--- src/rtl/timer_irq_ctrl.sv ---
// -----------------------------------------------------------------------------
// timer_irq_ctrl
//
// Interrupt controller between N_SRC timer-class peripherals and the CPU
// interrupt input. Incoming requests are latched into a pending register and
// gated by a CPU-programmable mask. Among the enabled requests, the one with
// the lowest index is granted. The grant is then held through an
// int_req / int_ack / EOI handshake.
//
// Parameters
//   N_SRC  number of interrupt sources (1..16)
//   ID_W   width of the source id (2**ID_W >= N_SRC)
//
// Ports
//   clk      in   system clock, all state changes on posedge
//   reset    in   asynchronous active-low reset
//   addr     in   [1:0]  register select (word address [3:2])
//   we       in   write enable for the register window
//   Din      in   [31:0] write data
//   Dout     out  [31:0] read data, combinational from addr
//   irq_in   in   [N_SRC-1:0] per-source requests
//   int_ack  in   CPU acknowledge of int_req (1-cycle pulse)
//   int_req  out  interrupt request to CPU
//   int_id   out  [ID_W-1:0] id of the granted source
//
// Register window
//   00 MASK     RW  [N_SRC-1:0], 1 = source enabled
//   01 PENDING  R / write-1-to-clear
//   10 INSVC    R   {busy[31], id[ID_W-1:0]}; reads 0 when not in service
//   11 EOI      W   any write ends service; reads 0
//
// Configuration
//   IRQ_EDGE_EN  when defined, pending[i] is set only by a rising edge of
//                irq_in[i]. When undefined, sources are level-sensitive.
// -----------------------------------------------------------------------------
module timer_irq_ctrl #(
  parameter int N_SRC = 4,
  parameter int ID_W  = 2
) (
  input  logic              clk,
  input  logic              reset,
  input  logic [1:0]        addr,
  input  logic              we,
  input  logic [31:0]       Din,
  output logic [31:0]       Dout,
  input  logic [N_SRC-1:0]  irq_in,
  input  logic              int_ack,
  output logic              int_req,
  output logic [ID_W-1:0]   int_id
);

  localparam logic [1:0] ADDR_MASK  = 2'b00;
  localparam logic [1:0] ADDR_PEND  = 2'b01;
  localparam logic [1:0] ADDR_INSVC = 2'b10;
  localparam logic [1:0] ADDR_EOI   = 2'b11;

  localparam logic [1:0] ST_IDLE = 2'b00;
  localparam logic [1:0] ST_REQ  = 2'b01;
  localparam logic [1:0] ST_SVC  = 2'b10;

  logic [1:0]       state;
  logic [N_SRC-1:0] mask;
  logic [N_SRC-1:0] pending;
  logic [N_SRC-1:0] set_req;
  logic [N_SRC-1:0] w1c;
  logic [N_SRC-1:0] clr_grant;
  logic [N_SRC-1:0] cand;
  logic [ID_W-1:0]  winner;
  logic             mask_wr;
  logic             eoi_wr;
  logic             grant_ack;
  logic             busy;

  // Bus decode.
  assign mask_wr   = we && (addr == ADDR_MASK);
  assign eoi_wr    = we && (addr == ADDR_EOI);
  assign w1c       = (we && (addr == ADDR_PEND)) ? Din[N_SRC-1:0] : '0;
  assign grant_ack = (state == ST_REQ) && int_ack;
  assign busy      = (state == ST_SVC);
  assign int_req   = (state == ST_REQ);

`ifdef IRQ_EDGE_EN
  // One registered copy of irq_in. A rising edge of irq_in sets pending.
  logic [N_SRC-1:0] irq_d;

  always_ff @(posedge clk or negedge reset) begin
    if (!reset) irq_d <= '0;
    else        irq_d <= irq_in;
  end

  assign set_req = irq_in & ~irq_d;
`else
  // Level-sensitive: a request held high keeps pending set.
  assign set_req = irq_in;
`endif

  // Clear the granted source's pending bit on the acknowledge edge.
  always_comb begin
    // NOTE: every signal driven from always_comb gets a default first, so no
    // path through the block leaves it unassigned (which would infer a latch).
    clr_grant = '0;
    for (int i = 0; i < N_SRC; i++) begin
      clr_grant[i] = grant_ack && (int_id == ID_W'(i));
    end
  end

  // Fixed priority: scan from high to low so the lowest set index wins.
  assign cand = pending & mask;

  always_comb begin
    winner = '0;
    for (int i = N_SRC - 1; i >= 0; i--) begin
      if (cand[i]) winner = ID_W'(i);
    end
  end

  // Mask and pending registers. In the pending update, a set beats a clear in
  // the same cycle.
  always_ff @(posedge clk or negedge reset) begin
    if (!reset) begin
      mask    <= '0;
      pending <= '0;
    end else begin
      // NOTE: sequential state uses non-blocking assignments, so every flop
      // samples the values that were present before the edge.
      if (mask_wr) mask <= Din[N_SRC-1:0];
      pending <= (pending & ~w1c & ~clr_grant) | set_req;
    end
  end

  // Grant FSM. Once int_req is raised, the grant is committed. Masking the
  // source or clearing its pending bit does not withdraw the grant. A
  // higher-priority arrival never preempts.
  always_ff @(posedge clk or negedge reset) begin
    if (!reset) begin
      state  <= ST_IDLE;
      int_id <= '0;
    end else begin
      case (state)
        ST_IDLE: begin
          if (cand != '0) begin
            state  <= ST_REQ;
            int_id <= winner;
          end
        end
        ST_REQ: begin
          if (int_ack) state <= ST_SVC;
        end
        ST_SVC: begin
          if (eoi_wr) state <= ST_IDLE;
        end
        default: state <= ST_IDLE;
      endcase
    end
  end

  // Read mux. Bits that are not used read as 0.
  always_comb begin
    Dout = '0;
    case (addr)
      ADDR_MASK:  Dout = {{(32 - N_SRC){1'b0}}, mask};
      ADDR_PEND:  Dout = {{(32 - N_SRC){1'b0}}, pending};
      ADDR_INSVC: Dout = busy ? {1'b1, {(31 - ID_W){1'b0}}, int_id} : '0;
      default:    Dout = '0;
    endcase
  end

endmodule
--- config.mk ---
export PLATFORM = sky130hd
export DESIGN_NAME = timer_irq_ctrl
export DESIGN_NICKNAME = d
export VERILOG_FILES = /design/src/rtl/timer_irq_ctrl.sv
export SDC_FILE = /design/constraint.sdc
export NUM_CORES = 1
export LEC_CHECK = 0
export CAP_MARGIN = 10
export CORE_MARGIN = 2
export CORE_UTILIZATION = 33
export DETAILED_ROUTE_END_ITERATION = 10
export GPL_TIMING_DRIVEN = 0
export PLACE_DENSITY_LB_ADDON = 0.3
export SYNTH_ARGS = -nofsm -noshare
export SYNTH_HDL_FRONTEND = slang
export SYNTH_SLANG_ARGS = --single-unit
--- constraint.sdc ---
create_clock -name clk -period 2.6 [get_ports clk]
set_input_delay 0.52 -clock clk [delete_from_list [all_inputs] [get_ports clk]]
set_output_delay 0.52 -clock clk [all_outputs]
set_load 0.03 [all_outputs]
==> impl_metrics.tcl <==
set metrics [dict create \
    status "finished clean" \
    die_area_mm2 0.003005 \
    rsz0062_at_grt "no" \
    critical_path.endpoint_type "output pin" \
    power_report.internal_total_uw 477.9 \
    post-synth-top-area-fraction_pct 35.24 \
    switching_share_pct 43.41 \
    syn_to_final_growth_pct 41.56 \
    power_frac_comb_pct 48.3 \
    post_cts_buffers 0 \
    drt_first_iter_violations 9 \
    async_flop_share_pct 100.0 \
    number_of_library_cell_types_mapped_by_synthesis 25 \
    critPathKind "in -> out" \
    worst_slew_pin_slew_ns 0.5593 \
    cp.arrival_ns 2.02 \
    number_of_enable_type_register_cells_in_the_synthesized_netlist 0 \
    synth.yosys.warnings 0 \
    grt_start_max_net_pins 13 \
    cp-start-kind "input port" \
    synth_sequential_area_ratio_pct 35.24 \
    wire_per_inst_um 10.48 \
    synth_area_leaders "sky130_fd_sc_hd__dfrtp_1 (35%), sky130_fd_sc_hd__buf_4 (24%), sky130_fd_sc_hd__mux2_2 (5.3%)" \
    postSynthAreaPerCell_um2 9.574 \
    dpl.hpwl_um 1389 \
    register_area_um2 300.3 \
    synth_top_cell_by_area "sky130_fd_sc_hd__dfrtp_1" \
    hp-class "reg -> reg" \
    drive_gt1_share_pct 31.16 \
    num-fill-cells 246 \
    tritoncts_buffer_count 3 \
    power.sequential.fraction_pct 38.3 \
    r2r_setup_slack_ns 1.28 \
    initial_utilization_pct 34.71 \
    floorplan.rows 18 \
    cts_hold_repair.buffers 0 \
    cts_max_level 1 \
    grt_first_pass_wirelength_um 2435 \
    ioPinCount 77 \
    total_leakage_power_uw 0.0005917 \
    number_of_register_bits_inferred_by_synthesis 12 \
    pwr_density_cell_mw_per_mm2 700.1 \
    ir_drop_mv 0.4441 \
    n_antenna_cell 0 \
    clock_sinks 12 \
    slew-limit-headroom_pct 62.60 \
    tritoncts "done" \
    crit_path_end "Dout[1]" \
    netSwitchingPower_uw 366.6 \
    grt_overflow_total 0 \
    ctsResizeCount 3 \
    netlist_instances 89 \
    die-height_um 54.82 \
    fin_setup_tns_ns 0 \
    design.core.area_mm2 0.002455 \
    globalRouteTotalUtil_pct 11.86 \
    vias_per_cell 4.399 \
    postRouteAntennaNets 0 \
    fin_crit_sh_pct 97.76 \
    antenna_found_initial 0 \
    maxClockFrequency_mhz 393.4 \
    maxCapViolations 0 \
    r2r-end "pending[0]" \
    synthesis.area_um2 852.1 \
    hold_vio_cnt_final 0 \
    buffer_ports.inserted 20 \
    crit_start "addr[1]" \
    setup_viol_count_final 0 \
    period_needed_ns 2.542 \
    timing.reg2reg.worst_path_depth 2 \
    cts-root-buf "sky130_fd_sc_hd__clkbuf_4" \
    number_of_global_route_vias_before_repair 572 \
    critical_path_required_ns 2.08 \
    path_clk_slew_ns 0.07 \
    clkPwrFrac_pct 13.4 \
    reg2reg_from "state[1]" \
    synth_top_flop_cell "sky130_fd_sc_hd__dfrtp_1" \
    vias 739 \
    detailedRoute.firstPassIterationCount 5 \
    finClkSkew_ns 0.0003548 \
    finalHoldWorstSlack_ns 0.5520 \
    remaining_drc_errors 0 \
    die_w_um 54.82 \
    report.final.slew_viol_count 0 \
    place.gp.congestion 0.7695 \
    critPathMaxFanout 8 \
    worst_skew_pair.late_latency_ns 0.27 \
    routed_wirelength_um 1760 \
    footprint_of_the_multi_input_gates_um2 441.7 \
    fin_nets 182 \
    maximum_clock_path_buffer_count 2 \
]
-- final cells by class --
type | count | share of cell area [%]
repair buffers | 20 | 16.29
multi-input cells | 75 | 36.62
plain buffers | 28 | 17.22
flip-flops and latches | 12 | 24.90
well taps | 30 | 3.112
clock buffers | 3 | 1.867
-- Yosys cell counts (all sizes together), types with 2 or more instances --
cell,instances
a22o,2
a31o,4
dfrtp,12
mux2,4
nand4b,2
buf,28
o21ai,3
a21oi,4
nor2,4
nand2,11
mux2i,4
-- critical path, cell delays in order --
cell and delay, ns:
sky130_fd_sc_hd__clkdlybuf4s50_1 0.64, sky130_fd_sc_hd__and4bb_2 0.30, sky130_fd_sc_hd__nand2_1 0.05, sky130_fd_sc_hd__o21ai_0 0.08, sky130_fd_sc_hd__dlygate4sd2_1 0.43
-- worst min-delay path by stage --
stage,start,endpoint,depth (start not counted)
after floorplan,reset,int_id[0],0
final,state[1],state[0],1
after global placement,state[1],state[0],1
after CTS,state[1],state[0],1
after detailed placement,state[1],state[0],1
after global routing,state[1],state[0],1
-- metal layers --
layer  global-route usage [%]  vias to the layer above  part of all wire [%]
met4                    8.750                        0                   2.4
met3                    1.639                        5                    10
met2                    18.85                       46                    47
met5                        0                        -                     0
li1                         -                      359                     -
met1                    14.43                      329                    40
-- stage by stage --
step	setup slack (ns)	utilization (%)	power [uW]	instances	cell area (um^2)
after floorplan	0.5514	-	595.2	115	949.7
after global placement	-0.1783	48.37	726.3	165	1187
after detailed placement	-0.2466	48.37	735.8	165	1187
after CTS	0.04143	49.13	843.8	168	1206
after global routing	0.003182	49.13	886.7	168	1206
final	0.05826	49.13	844.5	168	1206
-- flip-flops by register name (all words and copies together), names as in the netlist --
| register | count |
|---|---|
| mask | 4 |
| pending | 4 |
| state | 2 |
| int_id | 2 |
-- cells in the final DEF, fill, tap and decap left out, drive strengths merged, types with 3 or more instances in the layout --
master	synthesis	final
clkbuf	0	3
conb	1	27
a31o	4	4
o21ai	3	3
clkdlybuf4s50	0	17
nor2	4	4
mux2	4	4
dfrtp	12	12
nand2	11	11
dlygate4sd2	0	3
buf	28	28
a21oi	4	4
mux2i	4	4
-- power by group through the flow --
stage          Combinational (uW)  Clock, uW  Sequential, uW
2_1_floorplan                 262          0             333
3_3_place_gp                  405          0             321
3_5_place_dp                  411          0             325
4_1_cts                       407        116             321
5_1_grt                       438        118             331
6_report                      408        113             323
-- logic make-up (layout without fill, tap and decap cells) --
family | after synthesis | count (layout) | synth area share (%)
buffers and inverters | 28 | 51 | 24.37
AND/OR/NAND/NOR | 23 | 23 | 15.57
AO/OA/AOI/OAI | 17 | 17 | 14.39
flip-flops | 12 | 12 | 35.24
multiplexers | 8 | 8 | 9.985
other | 1 | 27 | 0.4401
Note: power is estimated with default switching activity, not from simulation.
